--- src/rtl/mux_scan.sv ---
// mux_scan: N-channel, WIDTH-bit registered multiplexer with a valid/ready output stage.
// Two selection modes: manual (select_in picks the channel) and round-robin scan over
// channels presenting valid data.
//
// Ports:
//   clk        rising-edge clock
//   rst_n      synchronous active-low reset
//   d_in       packed channel data, channel i at [i*WIDTH +: WIDTH]
//   d_valid    per-channel data valid
//   d_taken    one-hot, combinational: channel captured this cycle
//   mode       0 = manual select, 1 = round-robin scan
//   select_in  channel index used in manual mode
//   d_out      registered data of the held beat
//   out_sel    registered channel index of the held beat
//   out_valid  d_out/out_sel hold a beat
//   out_ready  consumer accepts the beat when out_valid && out_ready
module mux_scan #(
  parameter int unsigned N_CH  = 4,
  parameter int unsigned WIDTH = 8,
  parameter int unsigned SEL_W = $clog2(N_CH)
) (
  input  logic                  clk,
  input  logic                  rst_n,
  input  logic [N_CH*WIDTH-1:0] d_in,
  input  logic [N_CH-1:0]       d_valid,
  output logic [N_CH-1:0]       d_taken,
  input  logic                  mode,
  input  logic [SEL_W-1:0]      select_in,
  output logic [WIDTH-1:0]      d_out,
  output logic [SEL_W-1:0]      out_sel,
  output logic                  out_valid,
  input  logic                  out_ready
);

  // Valid vector padded to the full index range so any select_in value indexes safely.
  localparam int unsigned     NPad   = 1 << SEL_W;
  localparam logic [SEL_W:0]  NChExt = (SEL_W + 1)'(N_CH);
  localparam logic [SEL_W-1:0] LastCh = SEL_W'(N_CH - 1);

  logic [NPad-1:0]  valid_pad;
  logic             load_en;
  logic             man_ok;
  logic             rr_found;
  logic             grant;
  logic [SEL_W-1:0] rr_idx;
  logic [SEL_W-1:0] grant_idx;
  logic [SEL_W:0]   cand;
  logic [WIDTH-1:0] grant_data;

  logic [WIDTH-1:0] d_out_q;
  logic [SEL_W-1:0] out_sel_q;
  logic             out_valid_q;
  logic [SEL_W-1:0] ptr_q;
  logic [SEL_W-1:0] ptr_d;

  always_comb begin
    valid_pad = NPad'(d_valid);
    load_en   = !out_valid_q || out_ready;
    man_ok    = ({1'b0, select_in} < NChExt) && valid_pad[select_in];

    // Search ptr, ptr+1, ... with an explicit wrap so non-power-of-two N_CH never
    // produces an index >= N_CH. One extra bit holds ptr+k before the wrap.
    rr_found = 1'b0;
    rr_idx   = '0;
    cand     = '0;
    for (int unsigned k = 0; k < N_CH; k++) begin
      cand = {1'b0, ptr_q} + (SEL_W + 1)'(k);
      if (cand >= NChExt) begin
        cand = cand - NChExt;
      end
      if (!rr_found && valid_pad[cand[SEL_W-1:0]]) begin
        rr_found = 1'b1;
        rr_idx   = cand[SEL_W-1:0];
      end
    end

    ptr_d     = (rr_idx == LastCh) ? '0 : rr_idx + SEL_W'(1);
    grant_idx = mode ? rr_idx : select_in;
    grant     = rst_n && load_en && (mode ? rr_found : man_ok);

    grant_data = '0;
    d_taken    = '0;
    for (int unsigned i = 0; i < N_CH; i++) begin
      if (grant_idx == SEL_W'(i)) begin
        grant_data = d_in[i*WIDTH +: WIDTH];
        d_taken[i] = grant;
      end
    end
  end

  always_ff @(posedge clk) begin
    if (!rst_n) begin
      d_out_q     <= '0;
      out_sel_q   <= '0;
      out_valid_q <= 1'b0;
      ptr_q       <= '0;
    end else if (load_en) begin
      out_valid_q <= grant;
      if (grant) begin
        d_out_q   <= grant_data;
        out_sel_q <= grant_idx;
      end
      // Pointer only moves on a round-robin grant; preserved across manual mode.
      if (grant && mode) begin
        ptr_q <= ptr_d;
      end
    end
  end

  assign d_out     = d_out_q;
  assign out_sel   = out_sel_q;
  assign out_valid = out_valid_q;

endmodule

--- config.mk ---
export PLATFORM = sky130hd
export DESIGN_NAME = mux_scan
export DESIGN_NICKNAME = d
export VERILOG_FILES = /design/src/rtl/mux_scan.sv
export SDC_FILE = /design/constraint.sdc
export NUM_CORES = 1
export LEC_CHECK = 0
export CAP_MARGIN = 5
export CELL_PAD_IN_SITES_DETAIL_PLACEMENT = 0
export CELL_PAD_IN_SITES_GLOBAL_PLACEMENT = 1
export CORE_MARGIN = 2
export CORE_UTILIZATION = 30
export DETAILED_ROUTE_END_ITERATION = 12
export PLACE_DENSITY = 0.95
export SYNTH_ARGS = -nofsm -noshare
export SYNTH_HDL_FRONTEND = slang
export SYNTH_SLANG_ARGS = --single-unit
--- constraint.sdc ---
create_clock -name clk -period 4.75 [get_ports clk]
set_clock_uncertainty 0.05 [all_clocks]
set_input_delay 1.425 -clock clk [delete_from_list [all_inputs] [get_ports clk]]
set_output_delay 1.425 -clock clk [all_outputs]
set_load 0.02 [all_outputs]
[Word level (Yosys, flattened, before mapping)]
Cells that the tools add are included.
Operators by class
  equal/unequal tests: 4
  reduce and logical (&&, ||, !) cells: 14
  magnitude comparators: 9
  add/subtract/negate cells: 8
  muxes and demuxes: 33
Operators with widths (count)
  $mux W8: 4
  $mux W2: 10
  $lt A2 B3 Y1 const B: 5
  $mux W1: 14
  $bmux W1 S2: 5
  $ge A3 B3 Y1 const B: 3
  $sub A2 B1 Y2 const B: 4
  $add A2 B2 Y3 const B: 2
  $eq A2 B2 Y1 const B: 3
  $logic_and A1 B1 Y1: 6
  $logic_not A1 Y1: 4
  $reduce_and A2 Y1: 2
  $add A2 B1 Y3 const B: 1
  $ge A2 B3 Y1 const B: 1
  $add A2 B1 Y2 const B: 1
  $eq A2 B1 Y1 const B: 1
  $logic_not A2 Y1: 1
  $logic_or A1 B1 Y1: 1
Storage, ports and cells
  logic and storage cells: 72
  register bits after elaboration: 13
  output and inout bits: 15
  input bits: 42

[Logic depth before layout (Yosys ltp)]
Gate-level depths: netlist (run 1).
  depth after elaboration: 20
  depth in mapped cells: 9
  gate-level depth less buffers: 6

[Least setup slack after synthesis (run 1)]
OpenSTA, ideal clock, no wires.
  kind: input-to-output
  start point: input d_valid[2]
  end point: output d_taken[3]
  path buffers: 0
  arrival: 2872 ps
  stages: 5
  path slack: 403 ps
  required time: 3275 ps
  cell sequence: mux2i_1 > nor2_1 > a2111oi_1 > a21oi_2 > nor3_1
On the way
  cells in the longest elaborated chain, start to end: 15
  elaborated cells on any way between the ends: 29
  classes of those cells: eq/ne: 1; mux: 21; reduce/logical: 7
Ends and longest elaborated chain
  start: declaration: RTL line 25  | input logic [N_CH-1:0] d_valid,
  $bmux W1 S2: RTL line 71  | if (!rr_found && valid_pad[cand[SEL_W-1:0]]) begin
  $mux W1 (implied by the code): RTL line 71
  $mux W1: RTL line 71
  $logic_not A1 Y1: RTL line 71
  $logic_and A1 B1 Y1: RTL line 71
  $mux W1: RTL line 71
  $logic_not A1 Y1: RTL line 71
  $logic_and A1 B1 Y1: RTL line 71
  $mux W1: RTL line 71
  $logic_not A1 Y1: RTL line 71
  $logic_and A1 B1 Y1: RTL line 71
  $mux W2 or $mux W1 (tied branches): RTL line 71
  $mux W2 or $mux W1 (tied branches): RTL line 78, 79
  $eq A2 B2 Y1 or $logic_and A1 B1 Y1 (tied branches): RTL line 84, 79
  $mux W1 *: RTL line 84  | if (grant_idx == SEL_W'(i)) begin
  end: declaration: RTL line 26  | output logic [N_CH-1:0] d_taken,
Mark *: on every way between the ends. The rest lies on a longest branch, timed or not. The select of a mux whose other input is x is not followed.

[Worst setup path in the final report (run 1)]
  start point: input select_in[0]
  end point: output d_taken[1]
On the way
  cells in the longest elaborated chain, start to end: 5
  elaborated cells on any way between the ends: 7
  classes of those cells: eq/ne: 1; mux: 5; reduce/logical: 1
Ends and longest elaborated chain
  start: declaration: RTL line 28  | input logic [SEL_W-1:0] select_in,
  $bmux W1 S2: RTL line 59  | man_ok = ({1'b0, select_in} < NChExt) && valid_pad[select_in];
  $mux W1 (implied by the code): RTL line 59
  $mux W1: RTL line 79  | grant = rst_n && load_en && (mode ? rr_found : man_ok);
  $logic_and A1 B1 Y1: RTL line 79
  $mux W1 *: RTL line 84
Marks and branches as above.

==> flow_summary.yaml, run 1 <==
run_status:
  status: "complete, no violations"
die:
  die_x_um: 63.6
  fp.dieArea_mm2: 0.00405
  core.rowCount: 21
  die_h_um: 63.6
  ios: 57
  core_mm2: 0.00339
  start_util_pct: 31.5
logic_synthesis:
  yosysWarnings: 0
  synth_top_area_cell: "dfxtp_1"
  ys_top_cells_by_count: "18 x mux2i_1, 13 x dfxtp_1, 8 x mux2_4, 8 x nand3_1, 8 x o21ai_2"
  syn_avg_cell_area_um2: 9.36
  yosys_register_bits: 13
  synthCells: 114
  yosysSeqAreaShare_pct: 24.4
  synth_edf_count: 0
  synth_nets: 156
  synthArstFlopShare_pct: 0
  syn_area_mm2: 0.00107
  synth.distinct_cells: 35
  ys.flop_type: "dfxtp_1"
  synth_area_leaders: "dfxtp_1 24%, mux2i_1 17%, mux2_4 11%"
  synth_top_area_share_pct: 24.4
  yosys.cell_count.top_type: "mux2i_1"
worst_setup_path:
  critPathCaptureType: "primary output"
  r2r-start: "ptr_q[1]$_SDFFE_PN0P_"
  critPathRequiredTime_ns: 3.27
  start_kind: "input pin"
  crit_fanout: 3
  cp_slowest_cell: "clkdlybuf4s50_1"
  worstSetupPathType: "input pin to primary output"
  cp_slowest_stage_delay_ns: 0.51
  crit_arrival_ns: 3.18
  crit_path_start: "select_in[0]"
  r2r_setup_slack_ns: 2.47
  worstPathCellList: "clkdlybuf4s50_1, mux4_2, o211ai_1, a31o_2, a311o_1, nor2_1, buf_4"
finish:
  area_growth_pct: 64.0
  final_cells: 230
  drive_gt1_share_pct: 23.9
  final_nets: 227
  post-route-util_pct: 51.6
  multiInputGateArea_um2: 733
  regArea_um2: 260
  fillerInstances: 333
  diodes: 0
sta:
  maxSlewViolCount: 0
  fin_tns_setup_ns: 0
  finalHoldViolCount: 0
  max_slew_margin_pct: 73.9
  period_share_pct: 97.9
  max_freq_mhz: 215
  period_needed_ns: 4.65
  rsz0062_at_grt: "no"
  timing.hold.ws_ns: 0.418
  setup_viol: 0
  tightestPinTransition_ns: 0.388
clock_network:
  clock-sinks: 13
  cts.clk_slew.worst_paths_ns: 0.07
  clk_path_buf_depth: 2
  h-tree-depth: 1
  clkLatencyLatePin_ns: 0.27
  cts_hold_buf: 0
  tritoncts: "yes"
  cts_setup_buffers: 0
  cts_root_buffer: "clkbuf_4"
  cts_made_buffers: 3
place:
  dp_cells: 226
  hpwl_um: 2350
  gp_congestion: 0.856
  io_buffers: 56
detailed_routing:
  ant_nets: 0
  drc_errors: 0
  vias: 1114
  wl_per_cell_um: 11.9
  wl_um: 2750
  vias_per_cell: 4.84
  initialDrtViolationCount: 101
  drt-pass1-iter-count: 4
global_route:
  grt_pass1_vias: 1138
  grt_use_total_pct: 14.0
  antenna_found_initial: 0
  grt_overflow: 0
  grt_max_degree: 17
  grt_pass1_wl_um: 4660
min_path:
  hp-class: "flip-flop to flip-flop"
  min_from: "d_out[5]$_SDFFE_PN0P_"
run:
  drv_cap: 0
pwr:
  ir_drop_uv: 117
  p_total_mw: 0.410
  p_leak_nw: 0.772
  power_density_mw_per_mm2: 234
[critical path, delay by kind of cell]
kind,cells,cell delay [ns]
buffers and inverters,2,0.66
AO/OA/AOI/OAI,3,0.53
AND/OR/NAND/NOR,1,0.06
multiplexers,1,0.51
[placed cells by master (no fill, tap or decap), types with 4 or more instances in the layout]
cell	n
a21oi_1	4
buf_4	17
clkdlybuf4s50_1	48
dfxtp_1	13
dlygate4sd2_1	4
inv_1	4
mux2_4	8
mux2i_1	18
nand2_1	5
nand3_1	8
nor2_1	7
nor2b_1	6
o21ai_0	4
o21ai_2	8
[through the flow]
stage / instance area [um^2] / setup WS (ns)
after CTS: 1750 / 0.0586
after global placement: 1750 / -0.382
after detailed placement: 1750 / -0.521
after global routing: 1750 / 0.0133
final: 1750 / 0.0989
after floorplan: 1070 / 0.403
[state kept, by name (all words and copies together) (netlist names), named ones only]
signal and cells:
ptr_q 1, out_sel 2, d_out 8, out_valid 1
[layer usage]
layer	track usage, %	vias up	part of all wire, %
met5	0	-	0
met4	3.80	0	0
met3	6.25	0	15
met2	24.2	65	46
met1	15.5	484	39
li1	-	565	-
[area by class of cell]
class | count | share of cell area [%]
inverters | 4 | 0.858
clock buffers | 4 | 1.50
repair buffers | 72 | 37.6
well taps | 46 | 3.29
multi-input cells | 91 | 41.9
flip-flops and latches | 13 | 14.9
[repair_timing]
action | 4_1_cts | 5_1_grt
resized for setup | 23 | 1
setup endpoints to repair | 4 | 2
pin swaps | 2 | 2
[cells by family (layout without fill, tap and decap cells)]
| logic type | Yosys count | count (layout) | synth area share (%) |
|---|---|---|---|
| and+or+nand+nor | 32 | 32 | 14.8 |
| AOI/OAI and AO/OA | 30 | 30 | 21.8 |
| muxes | 28 | 28 | 31.7 |
| DFF | 13 | 13 | 24.4 |
| buffers and inverters | 10 | 80 | 6.56 |
| xor gates and xnor gates | 1 | 1 | 0.821 |
[path summary, 6_finish.rpt]
path / depth (start not counted) / end
worst min register to register: 2 / d_out[5]$_SDFFE_PN0P_
worst max-delay path: 7 / d_taken[1]
worst min-delay path: 2 / d_out[5]$_SDFFE_PN0P_
worst max register to register: 8 / d_out[7]$_SDFFE_PN0P_
[report_power, final]
group | switching (mW) | internal (mW) | leakage [nW] | total [mW]
registers | 0.0111 | 0.124 | 0.108 | 0.136
clock network | 0.0343 | 0.0324 | 0.0150 | 0.0667
logic | 0.0905 | 0.117 | 0.649 | 0.208
total | 0.136 | 0.274 | 0.772 | 0.410
Power figures use the tool's default switching activity.
==> inputs of run 2 (changes only) <==
--- a/config.mk
+++ b/config.mk
@@ -11,7 +11,7 @@
 export CORE_MARGIN = 2
 export CORE_UTILIZATION = 30
 export DETAILED_ROUTE_END_ITERATION = 12
-export PLACE_DENSITY = 0.95
+export PLACE_DENSITY = 0.94
 export SYNTH_ARGS = -nofsm -noshare
 export SYNTH_HDL_FRONTEND = slang
 export SYNTH_SLANG_ARGS = --single-unit
==> run 2 against run 1 <==
  * Clock power grew 0.9%
  * Critical path depth unchanged
  * Total power is 0.58% higher
  * Fmax up 1.4%
  * Count of clock-buffer cells in the layout stayed put
  * Register-to-register slack about the same
  * Via count rose by 0.45%
  * Die area did not move
  * Final area rose by 1.2%
  * Combinational power is essentially flat
  * Hold slack worse by 0.0031 ns
  * Critical path type unchanged
  * Largest cell class unchanged
  * Largest power group unchanged
  * Highest routed layer is now met4
==> flow_summary.yaml, run 2 (synthesis gave the netlist of run 1 again) <==
finish:
  fillerInstances: 313
  area_growth_pct: 66.0
  drive_gt1_share_pct: 24.5
  layout_commonest_cell: "clkdlybuf4s50_1"
  post-route-util_pct: 52.3
  final_nets: 227
  final_cell_mix: "47 x clkdlybuf4s50_1, 18 x mux2i_1, 16 x buf_4"
  largest_reg_flops: 8
  diodes: 0
global_route:
  grt_pass1_wl_um: 4840
  antenna_found_initial: 0
  grt_pass1_vias: 1140
  grt_use_total_pct: 14.7
  grt_max_degree: 17
  grt_overflow: 0
min_path:
  hp-class: "flip-flop to flip-flop"
clock_network:
  clock-sinks: 13
  tritoncts: "yes"
  cts_made_buffers: 3
  clkLatencyLatePin_ns: 0.27
  clk_path_buf_depth: 2
  cts_root_buffer: "clkbuf_4"
  cts.clk_slew.worst_paths_ns: 0.08
  cts_hold_buf: 0
  h-tree-depth: 1
run_status:
  status: "complete, no violations"
sta:
  maxSlewViolCount: 0
  setup_viol: 0
  period_needed_ns: 4.59
  fin_tns_setup_ns: 0
  period_share_pct: 96.6
  finalHoldViolCount: 0
  rsz0062_at_grt: "no"
  tightestPinTransition_ns: 0.304
  max_freq_mhz: 218
  max_slew_margin_pct: 79.6
worst_setup_path:
  critPathCaptureType: "primary output"
  critPathRequiredTime_ns: 3.27
  crit_fanout: 3
  worstSetupPathType: "input pin to primary output"
  crit_arrival_ns: 3.11
  r2r_setup_slack_ns: 2.47
  start_kind: "input pin"
die:
  die_x_um: 63.6
  start_util_pct: 31.5
  core.rowCount: 21
  fp.dieArea_mm2: 0.00405
  core_mm2: 0.00339
  ios: 57
  die_h_um: 63.6
place:
  gp_congestion: 0.831
  hpwl_um: 2370
  io_buffers: 56
detailed_routing:
  initialDrtViolationCount: 116
  wl_um: 2800
  vias_per_cell: 4.87
  ant_nets: 0
  drc_errors: 0
  vias: 1119
  drt-pass1-iter-count: 4
  wl_per_cell_um: 12.2
pwr:
  p_total_mw: 0.412
  p_leak_nw: 0.788
  power_density_mw_per_mm2: 233
  ir_drop_uv: 101
run:
  drv_cap: 0
[run 2: cell types whose count changed in the layout (fill, tap and decap cells not counted), sizes merged]
cell and delta:
buf -2, dlygate4sd2 -1, clkdlybuf4s15 +2, clkdlybuf4s50 -1, dlymetal6s2s +2
[run 2: final cells by class]
| cell class | count | area [um^2] | area share (%) |
|---|---|---|---|
| clock buffer | 4 | 26.3 | 1.48 |
| inverter | 4 | 15.0 | 0.847 |
| multi-input combinational | 91 | 738 | 41.7 |
| sequential | 13 | 260 | 14.7 |
| tap | 46 | 57.6 | 3.25 |
| timing repair buffer | 72 | 674 | 38.1 |
[run 2: path summary, 6_finish.rpt]
check / startpoint / to / cells past startpoint
worst max register to register: ptr_q[1]$_SDFFE_PN0P_ / d_out[1]$_SDFFE_PN0P_ / 8
worst min-delay path: d_out[6]$_SDFFE_PN0P_ / d_out[6]$_SDFFE_PN0P_ / 2
worst max-delay path: select_in[1] / d_taken[0] / 7
worst min register to register: d_out[6]$_SDFFE_PN0P_ / d_out[6]$_SDFFE_PN0P_ / 2
[run 2: report_power, final]
group	leakage [nW]	internal, mW	switching, mW
clock network	0.0150	0.0325	0.0348
registers	0.108	0.124	0.0106
logic	0.665	0.118	0.0916
[run 2: worst max-delay path: stages]
cell             delay [ns]
clkdlybuf4s50_1        0.50
mux4_2                 0.20
o211ai_1               0.08
a31o_2                 0.23
a311o_1                0.30
nor2_1                 0.10
clkdlybuf4s15_2        0.26
[run 2: per-stage QoR]
step	hold WS, ns	setup WS (ns)	instances	area [um^2]
floorplan	0.498	0.403	114	1070
global placement	0.406	-0.377	225	1740
detailed placement	0.409	-0.413	225	1740
CTS	0.420	0.00100	229	1760
global route	0.444	0.0677	230	1770
finish	0.415	0.162	230	1770
[run 2: layer usage]
layer  routed length (um)  GRT usage (%)  vias to the layer above
met5                    0              0                        -
met4                   19           2.45                        0
met3                  326           6.07                        3
met2                 1350           26.6                       53
met1                 1110           16.1                      499
li1                     -              -                      564
[run 2: repair_timing]
action,CTS,global route
buffers inserted,0,1
setup endpoints to repair,4,2
gates resized for setup,22,2
==> patch 1: new RTL, settings of run 2 <==
The parameter `WIDTH` goes from 8 to 10.
--- a/src/rtl/mux_scan.sv
+++ b/src/rtl/mux_scan.sv
@@ -16,7 +16,7 @@
 //   out_ready  consumer accepts the beat when out_valid && out_ready
 module mux_scan #(
   parameter int unsigned N_CH  = 4,
-  parameter int unsigned WIDTH = 8,
+  parameter int unsigned WIDTH = 10,
   parameter int unsigned SEL_W = $clog2(N_CH)
 ) (
   input  logic                  clk,
Ports: changed (resized d_in and d_out); port bits go from 57 to 67. No check against the original RTL was run, so the function may have changed too.
==> patch 1 against run 2 <==
Total power increased by 25%. Global-route usage increased by 3.0 points. Count of clock-buffer cells in the layout unchanged. Sequential cell count increased by 2. Die area increased by 24%. Utilization decreased by 1.4 points. Setup slack got worse by 0.12 ns. Wire length increased by 57%. Sequential power increased by 18%. Synthesized area increased by 26%. Fmax decreased by 2.5%. Design area increased by 24%. Critical endpoint is now d_taken[3]. Highest routed layer unchanged.
==> patch 1: results (changes against run 2) <==
{
  "outcome": "finished clean",
  "clk_transition_reported_paths": {"value": 0.06, "unit": "ns", "change": "-0.02 ns"},
  "post_drt_wl_per_cell": {"value": 14.7, "unit": "um", "change": "+21%"},
  "cts_root_buffer": "clkbuf_8",
  "timing_worst_slew_pin_value": {"value": 0.437, "unit": "ns", "change": "+0.133 ns"},
  "first_global_vias": {"value": 1446, "change": "+27%"},
  "post_synth_num_cell_types": {"value": 43, "change": "+23%"},
  "synth_common_cells": "inv_1, a31oi_1, a211oi_1",
  "timing.rr.end": "d_out[9]",
  "detailed_place_hpwl": {"value": 3570, "unit": "um", "change": "+51%"},
  "groute.layer.met2.usage": {"value": 27.2, "unit": "%", "change": "+0.63 points"},
  "final_layout_size_suffix_gt1_share": {"value": 18.1, "unit": "%", "change": "-6.3 points"},
  "place.detailed.instances": {"value": 295, "change": "+31%"},
  "drt_iter0_markers": {"value": 144, "change": "+24%"},
  "reg2reg_slack": {"value": 2.65, "unit": "ns", "change": "+0.18 ns"},
  "avgSynthCellArea": {"value": 7.87, "unit": "um2", "change": "-16%"},
  "met1_usage": {"value": 26.8, "unit": "%", "change": "+11 points"},
  "arrival": {"value": 3.23, "unit": "ns", "change": "+0.12 ns"},
  "place_ws": {"value": -0.435, "unit": "ns", "change": "-0.0219 ns"},
  "routed_wirelength": {"value": 4410, "unit": "um", "change": "+57%"},
  "crit_end": "d_taken[3]",
  "grt_use_total": {"value": 17.7, "unit": "%", "change": "+3.0 points"},
  "wire_length_of_the_first_global_routing_pass": {"value": 7220, "unit": "um", "change": "+49%"},
  "ys_top_cells_by_area": "dfxtp_1, a211oi_1, a31oi_1",
  "cp-startpoint": "select_in[0]",
  "vias": {"value": 1557, "change": "+39%"},
  "latest_clock_arrival_within_the_worst_skew_pair": {"value": 0.25, "unit": "ns", "change": "-0.02 ns"},
  "wl_met1": {"value": 2120, "unit": "um", "change": "+92%"},
  "largest_reg_flops": {"value": 10, "change": "+2"},
  "cp_max_fo": {"value": 5, "change": "+2"},
  "port_buffers": {"value": 66, "change": "+18%"},
  "grt_max_degree": {"value": 21, "change": "+4"},
  "power.leakage": {"value": 0.859, "unit": "nW", "change": "+9.1%"},
  "fin_crit_sh": {"value": 99.0, "unit": "%", "change": "+2.4 points"},
  "worst_vdd_ir": {"value": 0.0000779, "unit": "V", "change": "-22%"},
  "yosysSeqAreaShare": {"value": 22.3, "unit": "%", "change": "-2.1 points"},
  "syn-num-nets": {"value": 221, "change": "+42%"},
  "power.switching_fraction": {"value": 35.1, "unit": "%", "change": "+1.9 points"},
  "route.met3.wl": {"value": 148, "unit": "um", "change": "-55%"},
  "grt_util_met3": {"value": 0.285, "unit": "%", "change": "-5.8 points"}
}
-- patch 1: worst min path at each step --
| stage | startpoint | to | slack (ns) | depth (start not counted) |
|---|---|---|---|---|
| floorplan | flop | flop | 0.45 | 2 |
| global placement | out_sel[0] | out_sel[0] | 0.41 | 2 |
| detailed placement | out_sel[0] | out_sel[0] | 0.41 | 2 |
| CTS | out_sel[0] | out_sel[0] | 0.42 | 2 |
| global route | out_sel[0] | out_sel[0] | 0.44 | 2 |
| finish | out_sel[0] | out_sel[0] | 0.41 | 2 |
-- patch 1: logic make-up (layout without fill, tap and decap cells) --
family | count (synthesis) | after routing | synth area share [%]
DFF | 15 | 15 | 22.3
muxes | 3 | 3 | 4.09
and+or+nand+nor | 27 | 27 | 12.0
AOI/OAI and AO/OA | 81 | 81 | 46.1
buffers and inverters | 45 | 122 | 15.5
-- patch 1: metrics by stage --
stage	power, mW	cell area [um2]
final	0.514	2200
after global routing	0.544	2200
after CTS	0.514	2190
after detailed placement	0.411	2140
after global placement	0.408	2140
after floorplan	0.294	1350
-- patch 1: power by group through the flow --
stage                     clock network (mW)  logic, mW  registers, mW
after floorplan                            0      0.115          0.179
after global placement                     0      0.248          0.161
after detailed placement                   0      0.250          0.161
after CTS                              0.106      0.249          0.159
after global routing                   0.111      0.271          0.162
final                                  0.105      0.251          0.159
-- patch 1: area by class of cell --
cell class / count / area (um2) / share of cell area [%]
multi-input cells: 111 / 845 / 38.4
repair buffers: 91 / 845 / 38.4
flip-flops and latches: 15 / 300 / 13.6
inverters: 27 / 101 / 4.60
well taps: 52 / 65.1 / 2.96
clock buffers: 4 / 45.0 / 2.05
-- patch 1: repair_timing --
item,CTS,global route
setup buffers,0,1
pin swaps,0,1
setup endpoints to repair,4,3
gates resized for setup,14,2
==> patch 2: new RTL, config.mk and constraints of run 2 <==
Made on the original files. Make the reset (`rst_n`) asynchronous in one clocked block. Comments in the files are not updated.
--- a/src/rtl/mux_scan.sv
+++ b/src/rtl/mux_scan.sv
@@ -88,7 +88,7 @@
     end
   end
 
-  always_ff @(posedge clk) begin
+  always_ff @(posedge clk or negedge rst_n) begin
     if (!rst_n) begin
       d_out_q     <= '0;
       out_sel_q   <= '0;
Check against the original RTL: differs if rst_n is asserted again (counterexample within 4 cycles, from zero or initial values and one cycle with rst_n low); with rst_n held inactive, the same outputs for 10 cycles.
==> patch 2 against run 2 <==
Synthesized area up 20%. Setup slack worse by 0.080 ns. Non-clock buffer count up 14. Wire length up 42%. Cell count up 29%. Sequential cell count unchanged. Synthesized cell count up 48%. Sequential share of layout area up 0.71 points. Die area up 18%. Worst hold slack better by 0.018 ns. Design area up 19%.
Power is not compared: it rests on default switching activity, and its combinational part moved more than twofold at a synthesized area within 25%.
==> patch 2: results (changes against run 2) <==
{
  "outcome": "finished clean",
  "cp_max_fo": {"value": 7, "change": "+4"},
  "r2r_cells": {"value": 8, "change": "unchanged"},
  "netlist_instances": {"value": 169, "change": "+48%"},
  "cts_setup_buffers": {"value": 0, "change": "unchanged"},
  "largest_reg_flops": {"value": 8, "change": "unchanged"},
  "min_from": "d_out[6]",
  "insertedDiodeCount": {"value": 0, "change": "unchanged"},
  "synth-warning-count": {"value": 0, "change": "unchanged"},
  "reg2reg_slack": {"value": 2.33, "unit": "ns", "change": "-0.14 ns"},
  "grt_use_total": {"value": 17.5, "unit": "%", "change": "+2.8 points"},
  "timing.rr.end": "d_out[4]",
  "ys_top_cells_by_area": "dfrtp_1, a21oi_1, nand2_1",
  "first_global_vias": {"value": 1523, "change": "+34%"},
  "antenna_found_initial": {"value": 0, "change": "unchanged"},
  "drt_pass1_iterations": {"value": 4, "change": "unchanged"},
  "worst_vdd_ir_v": 0.000105,
  "cts-htree-levels": {"value": 1, "change": "unchanged"},
  "worst_hold_slack_after_final_layout": {"value": 0.433, "unit": "ns", "change": "+0.0180 ns"},
  "final-instance-count-excl-fill": {"value": 297, "change": "+29%"},
  "wire_length_of_the_first_global_routing_pass": {"value": 6960, "unit": "um", "change": "+44%"},
  "cts_max_path_buffers": {"value": 2, "change": "unchanged"},
  "detailed_place_hpwl": {"value": 3130, "unit": "um", "change": "+32%"},
  "place_ws": {"value": -0.436, "unit": "ns", "change": "-0.0234 ns"},
  "post_drt_wl_per_cell": {"value": 13.4, "unit": "um", "change": "+10%"},
  "post_synth_num_cell_types": {"value": 39, "change": "+11%"},
  "cts_root_buffer": "clkbuf_8",
  "gpl_congestion": {"value": 0.907, "change": "+9.1%"},
  "latest_clock_arrival_within_the_worst_skew_pair": {"value": 0.24, "unit": "ns", "change": "-0.03 ns"},
  "port_buffers": {"value": 56, "change": "unchanged"},
  "final_layout_size_suffix_gt1_share": {"value": 22.7, "unit": "%", "change": "-1.8 points"},
  "final_nets": {"value": 290, "change": "+28%"},
  "grt_max_degree": {"value": 22, "change": "+5"},
  "power.leakage_nw": 0.862,
  "avgViaCountPerCell": {"value": 5.15, "change": "+5.8%"},
  "synth_top_flop_cell": "dfrtp_1",
  "worst_slew_margin_rel": {"value": 69.3, "unit": "%", "change": "-10 points"},
  "postSynth.asyncResetShare": {"value": 100, "unit": "%", "change": "+100 points"},
  "placedInstanceArea": {"value": 0.00206, "unit": "mm2", "change": "+18%"},
  "clk_transition_reported_paths": {"value": 0.05, "unit": "ns", "change": "-0.03 ns"},
  "timing.hold.worst_endpoint": "d_out[6]",
  "synth_common_cells": "nand2_1, nor2_1, a21oi_1",
  "holdPathStages": {"value": 2, "change": "unchanged"},
  "class_of_the_tightest_hold_or_removal_check": "flop to flop",
  "drt_iter0_markers": {"value": 122, "change": "+5.2%"},
  "cts_resized": {"value": 18, "change": "-18%"},
  "syn-num-nets": {"value": 211, "change": "+35%"},
  "yosysSeqAreaShare": {"value": 25.5, "unit": "%", "change": "+1.1 points"},
  "cts_buffers": {"value": 3, "change": "unchanged"}
}
## patch 2: cell count changes after synthesis, moves of 12 or more
cell     before  now
a21oi_1       4   18
dfrtp_1       0   13
dfxtp_1      13    0
mux2i_1      18    1
nand2_1       5   22
nor2_1        7   19
o21ai_1       0   14
## patch 2: worst max path at each step
stage	startpoint	to	slack (ns)	depth (start not counted)
2_1_floorplan	d_valid[1]	d_taken[1]	0.44	5
3_3_place_gp	d_valid[1]	d_taken[2]	-0.42	6
3_5_place_dp	d_valid[1]	d_taken[1]	-0.44	6
4_1_cts	d_valid[1]	d_taken[0]	0.01	6
5_1_grt	d_valid[1]	d_taken[1]	0.007	8
6_report	d_valid[1]	d_taken[1]	0.08	8
## patch 2: power breakdown
part	total, mW	internal [mW]	switching [mW]
clock	0.0986	0.0593	0.0394
combinational	0.437	0.220	0.217
sequential	0.189	0.150	0.0394
total	0.725	0.429	0.296
## patch 2: kinds of logic after synthesis
kind of cell,synth area share (%)
buf+inv,6.86
compound gates,40.3
flops,25.5
simple gates,21.5
xor+xnor,0.686
mux,5.20
## patch 2: critical path: stages
cell and delay (ns):
clkdlybuf4s50_1 0.49, buf_4 0.15, nand2_1 0.06, a32oi_2 0.21, o21ai_2 0.11, a311o_2 0.42
nor2_1 0.15, buf_4 0.16
## patch 2: final cells by class
type | instances | area [um2]
tap | 50 | 62.6
multi-input combinational | 137 | 882
sequential | 13 | 325
clock buffer | 4 | 45.0
fill | 395 | 1950
inverter | 7 | 26.3
timing repair buffer | 86 | 771
## patch 2: routing by layer
metal	track usage [%]	routed length [um]
met5	0	0
met4	5.23	42
met3	2.47	210
met2	27.9	1840
met1	24.5	1890
